File: src/rtl/div_unit.sv
// Iterative restoring radix-2 signed/unsigned divider feeding the HI/LO write path.
// Optional early-out for |divisor| > |dividend| is enabled by defining DIV_EARLY_OUT_EN.
module div_unit #(
    parameter int unsigned WIDTH = 32,
    parameter int unsigned CNT_W = $clog2(WIDTH) + 1
) (
    input  logic             clk_i,
    input  logic             rst_ni,
    input  logic             start_i,
    input  logic             signed_en_i,
    input  logic [WIDTH-1:0] dividend_i,
    input  logic [WIDTH-1:0] divisor_i,
    input  logic             cancel_i,
    output logic             busy_o,
    output logic             done_o,
    output logic [WIDTH-1:0] quotient_o,
    output logic [WIDTH-1:0] remainder_o,
    output logic             div_by_zero_o
);

    typedef enum logic [1:0] {
        StIdle,
        StDivide,
        StFinish
    } state_e;

    state_e             state_q;
    logic [CNT_W-1:0]   cnt_q;
    logic [WIDTH-1:0]   rem_q;
    logic [WIDTH-1:0]   quo_q;
    logic [WIDTH-1:0]   dvsr_q;
    logic               q_neg_q;
    logic               r_neg_q;
    logic               dz_q;
    logic               skip_q;
    logic               done_q;
    logic [WIDTH-1:0]   quotient_q;
    logic [WIDTH-1:0]   remainder_q;
    logic               div_by_zero_q;

    logic               dividend_neg;
    logic               divisor_neg;
    logic [WIDTH-1:0]   dividend_mag;
    logic [WIDTH-1:0]   divisor_mag;
    logic               divisor_zero;
    logic               early_out;
    logic [WIDTH:0]     shifted;
    logic [WIDTH:0]     diff;
    logic               fits;
    logic [WIDTH-1:0]   rem_step;
    logic [WIDTH-1:0]   quo_step;
    logic [WIDTH-1:0]   quo_fin;
    logic [WIDTH-1:0]   rem_fin;
    logic               last_step;

    always_comb begin
        dividend_neg = signed_en_i & dividend_i[WIDTH-1];
        divisor_neg  = signed_en_i & divisor_i[WIDTH-1];
        dividend_mag = dividend_neg ? -dividend_i : dividend_i;
        divisor_mag  = divisor_neg ? -divisor_i : divisor_i;
        divisor_zero = (divisor_i == '0);
`ifdef DIV_EARLY_OUT_EN
        early_out    = !divisor_zero && (divisor_mag > dividend_mag);
`else
        early_out    = 1'b0;
`endif
    end

    // rem_q < dvsr_q always holds here, so the true difference lies in (-2^WIDTH, 2^WIDTH)
    // and bit WIDTH of the (WIDTH+1)-bit result is an exact borrow.
    always_comb begin
        shifted   = {rem_q, quo_q[WIDTH-1]};
        diff      = shifted - {1'b0, dvsr_q};
        fits      = ~diff[WIDTH];
        rem_step  = fits ? diff[WIDTH-1:0] : shifted[WIDTH-1:0];
        quo_step  = {quo_q[WIDTH-2:0], fits};
        quo_fin   = q_neg_q ? -quo_q : quo_q;
        rem_fin   = r_neg_q ? -rem_q : rem_q;
        last_step = (cnt_q == CNT_W'(WIDTH - 1));
    end

    always_ff @(posedge clk_i) begin
        if (!rst_ni) begin
            state_q       <= StIdle;
            cnt_q         <= '0;
            rem_q         <= '0;
            quo_q         <= '0;
            dvsr_q        <= '0;
            q_neg_q       <= 1'b0;
            r_neg_q       <= 1'b0;
            dz_q          <= 1'b0;
            skip_q        <= 1'b0;
            done_q        <= 1'b0;
            quotient_q    <= '0;
            remainder_q   <= '0;
            div_by_zero_q <= 1'b0;
        end else if (cancel_i) begin
            state_q <= StIdle;
            done_q  <= 1'b0;
        end else begin
            done_q <= 1'b0;
            unique case (state_q)
                StIdle: begin
                    if (start_i) begin
                        cnt_q   <= '0;
                        dvsr_q  <= divisor_mag;
                        dz_q    <= divisor_zero;
                        skip_q  <= divisor_zero | early_out;
                        state_q <= StDivide;
                        if (divisor_zero) begin
                            // Results preloaded so FINISH yields all-ones / raw dividend.
                            rem_q   <= dividend_i;
                            quo_q   <= '1;
                            q_neg_q <= 1'b0;
                            r_neg_q <= 1'b0;
                        end else begin
                            rem_q   <= early_out ? dividend_mag : '0;
                            quo_q   <= early_out ? '0 : dividend_mag;
                            q_neg_q <= dividend_neg ^ divisor_neg;
                            r_neg_q <= dividend_neg;
                        end
                    end
                end
                StDivide: begin
                    // A skipped operation spends one cycle here without stepping.
                    if (skip_q) begin
                        state_q <= StFinish;
                    end else begin
                        rem_q <= rem_step;
                        quo_q <= quo_step;
                        cnt_q <= cnt_q + 1'b1;
                        if (last_step) begin
                            state_q <= StFinish;
                        end
                    end
                end
                StFinish: begin
                    quotient_q    <= quo_fin;
                    remainder_q   <= rem_fin;
                    div_by_zero_q <= dz_q;
                    done_q        <= 1'b1;
                    state_q       <= StIdle;
                end
                default: state_q <= StIdle;
            endcase
        end
    end

    assign busy_o        = (state_q != StIdle);
    assign done_o        = done_q;
    assign quotient_o    = quotient_q;
    assign remainder_o   = remainder_q;
    assign div_by_zero_o = div_by_zero_q;

endmodule

File: config.mk
export PLATFORM = sky130hd
export DESIGN_NAME = div_unit
export DESIGN_NICKNAME = d
export VERILOG_FILES = /design/src/rtl/div_unit.sv
export SDC_FILE = /design/constraint.sdc
export NUM_CORES = 1
export LEC_CHECK = 0
export CORE_MARGIN = 4
export CORE_UTILIZATION = 52
export DETAILED_ROUTE_END_ITERATION = 8
export GPL_TIMING_DRIVEN = 0
export HOLD_SLACK_MARGIN = 0.03
export PLACE_DENSITY = 0.78
export SYNTH_ARGS = -nofsm -noshare
export SYNTH_HDL_FRONTEND = slang
export SYNTH_SLANG_ARGS = --single-unit
File: constraint.sdc
create_clock -name clk_i -period 3.12 [get_ports clk_i]
set_input_delay 0.624 -clock clk_i [delete_from_list [all_inputs] [get_ports clk_i]]
set_output_delay 0.624 -clock clk_i [all_outputs]
set_load 0.03 [all_outputs]
# == Yosys cells after proc, flatten, opt, wreduce, memory -nomap -nowiden ==
# Cells that the tools add are included.
# classes
eq_ne,6
add_sub_neg,6
n_mux,23
bitwise,6
n_reduce_logical,9
# op_table
op,count
$mux W32,11
$neg A32 Y32,4
$pmux W32 S2,2
$sub A33 B32 Y33,1
$logic_not A32 Y1,1
$mux W6,2
$pmux W6 S2,1
$add A6 B1 Y6 const B,1
$eq A6 B5 Y1 const B,1
$mux W2,3
$ne A2 B2 Y1 const B,2
$pmux W2 S2,1
$reduce_and A2 Y1,2
$reduce_and A4 Y1,1
$reduce_bool A2 Y1,2
$mux W1,3
$ne A3 B3 Y1 const B,1
$not A1 Y1,3
$reduce_and A3 Y1,1
$and A1 B1 Y1,2
$eq A2 B1 Y1 const B,1
$eq A2 B2 Y1 const B,1
$logic_not A2 Y1,1
$reduce_or A2 Y1,1
$xor A1 B1 Y1,1
# word_totals
reg_bits,173
in_bits,69
output_inout_bits,67
word_cells,62

# == Depth between registers and ports, before layout ==
# depth
ltp_word,5
depth_mapped,13
mapped_depth_nobuf,12

# == Least setup slack after synthesis ==
# Ideal clock, no wire load.
# synth_timing
path_kind,register to register
from,reg quo_q[31]
to,reg rem_q[25]
t_arrival_ns,2.917
t_required_ns,2.991
setup_ns,0.129
path_buffers,1
path_stages_with_launch,14
setup_slack_ns,0.075
period_less_slack_ns,3.045
cell_sequence,dfxtp_1 -> inv_1 -> ha_1 -> fa_1 -> nand2b_1 -> a21oi_1 -> o211ai_1 -> a21oi_1 -> a21oi_1 -> o311a_1 -> nand2_1 -> clkbuf_1 -> mux2i_1 -> o21ai_0
# synth_between
elab_chain_cells,4
# synth_lines
item,line_no,source
"start, declared",30,logic [WIDTH-1:0] quo_q;
"start signal, assigned",118,quo_q <= early_out ? '0 : dividend_mag;
"start signal, assigned",130,quo_q <= quo_step;
$sub A33 B32 Y33,73,"diff = shifted - {1'b0, dvsr_q};"
$mux W32,75,rem_step = fits ? diff[WIDTH-1:0] : shifted[WIDTH-1:0];
$mux W32,126,if (skip_q) begin
$pmux W32 S2,102,unique case (state_q)
"end signal, assigned",112,rem_q <= dividend_i;
"end signal, assigned",117,rem_q <= early_out ? dividend_mag : '0;
"end signal, assigned",129,rem_q <= rem_step;
"end, declared",29,logic [WIDTH-1:0] rem_q;
# Every way passes these cells. The select of a mux whose other input is x is not followed.
# A chain may end at the register's enable or synchronous reset.

# == Worst setup path in the final report ==
# layout_timing
from,in dividend_i[1]
to,reg quo_q[30]
# layout_between
elab_chain_cells,5
# layout_lines
item,line_no,source
"start, declared",11,"input logic [WIDTH-1:0] dividend_i,"
$neg A32 Y32,59,dividend_mag = dividend_neg ? -dividend_i : dividend_i;
$mux W32,59,
$mux W32,110,if (divisor_zero) begin
$mux W32,104,if (start_i) begin
$pmux W32 S2,102,
# Every way passes these cells. The select of a mux whose other input is x is not followed.

==> reports/qor.csv <==
stage,metric,value,unit
hold_path,hp-start,div_by_zero_o$_SDFFE_PN0P_,
critical_path,cp_top_family,simple AND/OR/NAND/NOR gates,
critical_path,rrSetupSlack,0.08,ns
sta,fin_crit_sh,97.7,%
hold_path,worstHoldPathType,flip-flop to flip-flop,
floorplan,initial_core_util,53.0,%
sta,finalMaxSlewViolations,0,
route,ant_nets,0,
route,vias,11200,
pwr,peakVddDrop,316,uV
place,io_buffers,134,
yosys,netlist_area,0.0116,sq mm
floorplan,design.die.area,0.0247,sq mm
critical_path,worstPathArrival,3.36,ns
clocking,cts_hold_buf,0,
critical_path,reg2reg_to,rem_q[1]$_SDFFE_PN0P_,
sta,tns,0,ns
route,first_iter_violations,1076,
clocking,clockBufferDepth,2,
global_route,top_usage_layer,met2,
route,wl_per_cell,19.1,um
floorplan,core_area,0.0218,sq mm
floorplan,fp.dieW,157,um
cells_and_area,final_util,65.7,%
sta,worst_slew_pin_slew,0.888,ns
yosys,synth_seq_cells,173,
global_route,grt_max_degree,17,
sta,fin_skew,0.0111,ns
cells_and_area,final_nets,1673,
place,gp_congestion,0.968,
global_route,antenna_found_initial,2,
critical_path,crit_fanout,5,
cells_and_area,layout_common_cells,"220 x nand2_1, 166 x dfxtp_1, 122 x clkdlybuf4s50_1",
route,drtPass1Iterations,5,
hold_path,hold_depth,2,
yosys,synth_edf_count,0,
clocking,cts_buffers,17,
route,drc,0,
critical_path,crit_type,primary input to flip-flop,
clocking,root_buffer,clkbuf_16,
global_route,overflow,0,
global_route,grt_pass1_wl,54600,um
global_route,grt_pass1_vias,10600,
global_route,use_met1,34.7,%
critical_path,worstPathRequired,3.43,ns
place,placed_cells,1809,
place,dp_hpwl,27200,um
yosys,syn_inst,1395,
critical_path,path_cells,clkdlybuf4s50_1 -> inv_1 -> ha_1 -> nand2b_1 -> nor4_2 -> nand2_1 -> nor3_1 -> a21oi_1 -> xor2_1 -> o21ai_0 -> a21boi_0,
cells_and_area,final_common_cell,nand2_1,
floorplan,num_rows,54,
clocking,path_clk_slew,0.07,ns
yosys,async_flop_share,0,%
global_route,track_usage,27.7,%
cells_and_area,syn_to_final_growth,23.9,%
route,routed_wl,35500,um
yosys,syn_avg_cell_area,8.29,sq um
clocking,cts_tree,done,
hold_path,holdPathEnd,div_by_zero_o$_SDFFE_PN0P_,
critical_path,r2r-start,quo_q[31]$_SDFFE_PN0P_,
critical_path,cp_slowest_stage_delay,0.50,ns
critical_path,cp-end-kind,flip-flop,
yosys,syn_nets,1502,
pwr,power_density,420,mW/mm^2
sta,setup_violations,0,
yosys,synth_seq_area_share,30.0,%
cells_and_area,fin_cells,1861,
clocking,clock_latency,0.44,ns
critical_path,r2r_cells,13,
cells_and_area,layout-drive-gt1-share,9.88,%
floorplan,die_h,157,um
sta,hold_viol,0,
yosys,yosysWarnings,0,
sta,fmax,328,MHz
critical_path,critPathLaunchType,primary input,
critical_path,cp_slowest_cell,clkdlybuf4s50_1,
sta,grt_setup_unrepaired,yes,
global_route,use_met2,47.5,%
route,detail_route.vias_per_cell,6.02,
yosys,synth_top_flop_cell,dfxtp_1,
run,maxCapViolations,0,
critical_path,crit_buf_inv,2,
global_route,use_met3,3.74,%
floorplan,boundaryPins,136,
sta,slew_headroom,40.6,%
yosys,synth_cell_type_count,70,
pwr,p_leak,0.00628,uW
run_status,status,completed,
sta,hold_ws,0.467,ns
clocking,cts_num_sinks,173,
clocking,cts_htree_levels,4,
sta,min_period,3.05,ns
==> worst max path at each step <==
stage	slack, ns	startpoint	end	cells past startpoint
after global placement	-0.79	quo_q[31]$_SDFFE_PN0P_	rem_q[27]$_SDFFE_PN0P_	13
after CTS	0.002	divisor_i[22]	rem_q[3]$_SDFFE_PN0P_	13
final	0.07	dividend_i[1]	quo_q[30]$_SDFFE_PN0P_	11
after floorplan	0.07	quo_q[31]$_SDFFE_PN0P_	rem_q[25]$_SDFFE_PN0P_	13
after global routing	-0.05	quo_q[31]$_SDFFE_PN0P_	rem_q[1]$_SDFFE_PN0P_	13
after detailed placement	-0.80	quo_q[31]$_SDFFE_PN0P_	rem_q[25]$_SDFFE_PN0P_	13
==> logic make-up after synthesis <==
group	count (synthesis)	share of synthesized area, %
simple gates	438	18.5
fa+ha+maj	38	4.18
mux	24	2.08
compound gates	441	29.5
xor+xnor	145	11.0
buf+inv	136	4.89
flops	173	30.0
==> cells in the mapped netlist (5+ instances only) <==
cell        n  share of area (%)
dfxtp_1   173                 30
a21boi_1   19                1.2
and2_1     14               0.76
nand2_1   223                7.2
nor2b_1    14               0.76
a22o_4     19                2.9
buf_6       6               0.58
and3_1      5               0.27
or4_1       9               0.58
nor2_1     50                1.6
o41ai_1    12               0.91
nor4_1      9               0.49
xor2_1     95                7.2
a21o_1     15               0.97
buf_2       8               0.35
ha_1       37                4.0
o31ai_1    26                1.7
a21oi_1    76                3.3
a21boi_0   14               0.91
nor3_1     16               0.69
o211ai_1   11               0.71
a22o_1     10               0.76
buf_1       8               0.26
o211a_1    76                6.6
inv_1      47                1.5
or2_2       6               0.32
a31oi_1     7               0.38
or3_1      22                1.2
nand4_1     6               0.32
o21a_1      6               0.39
a211o_1     5               0.38
o221ai_1   32                2.4
xnor2_1    50                3.8
clkbuf_1   67                2.2
nand2b_1   20                1.1
o21ai_0    88                3.8
mux2i_1    24                2.1
nand3_1    19               0.82
==> where the power goes <==
part / switching [uW] / internal [uW]
Clock: 962 / 1200
Sequential: 93.5 / 2280
Combinational: 831 / 659
==> state kept, by name (all words and copies together) (netlist names) <==
name and cells:
quotient_o 32, r_neg_q 1, skip_q 1, quo_q 32
rem_q 32, done_o 1, remainder_o 32, div_by_zero_o 1
state_q 2, dvsr_q 32, cnt_q 6, q_neg_q 1
==> worst min-delay path, stage by stage, from the launching register on <==
cell and delay [ns]:
dfxtp_1 0.31, nand2_1 0.05, a21boi_0 0.06
==> layout make-up <==
| type | count | area [sq um] |
|---|---|---|
| Antenna cell | 2 | 5.00 |
| Buffer | 86 | 430 |
| Clock buffer | 18 | 429 |
| Clock inverter | 14 | 158 |
| Fill cell | 1819 | 7490 |
| Inverter | 47 | 176 |
| Multi-Input combinational cell | 1086 | 7750 |
| Sequential cell | 173 | 3470 |
| Tap cell | 280 | 350 |
| Timing Repair Buffer | 155 | 1560 |
==> layer usage <==
layer / share of wire, % / up-vias
li1: - / 5375
met1: 41 / 5179
met2: 47 / 526
met3: 7.4 / 114
met4: 4.4 / 0
met5: 0 / -
==> through the flow <==
step | cell area [sq um] | power, uW | worst slack, ns
finish | 14300 | 6020 | 0.0718
CTS | 14100 | 5910 | 0.00213
global placement | 13300 | 3710 | -0.787
global route | 14300 | 6250 | -0.0472
detailed placement | 13300 | 3740 | -0.796
floorplan | 11600 | 3330 | 0.0746
==> timing repair <==
item,4_1_cts,5_1_grt
pin swaps,8,10
endpoints found under the hold margin,0,0
setup buffers,9,10
setup endpoints to repair,60,67
gates resized for setup,36,48
gates cloned,2,0
No activity file was read; power rests on OpenSTA's default activity.
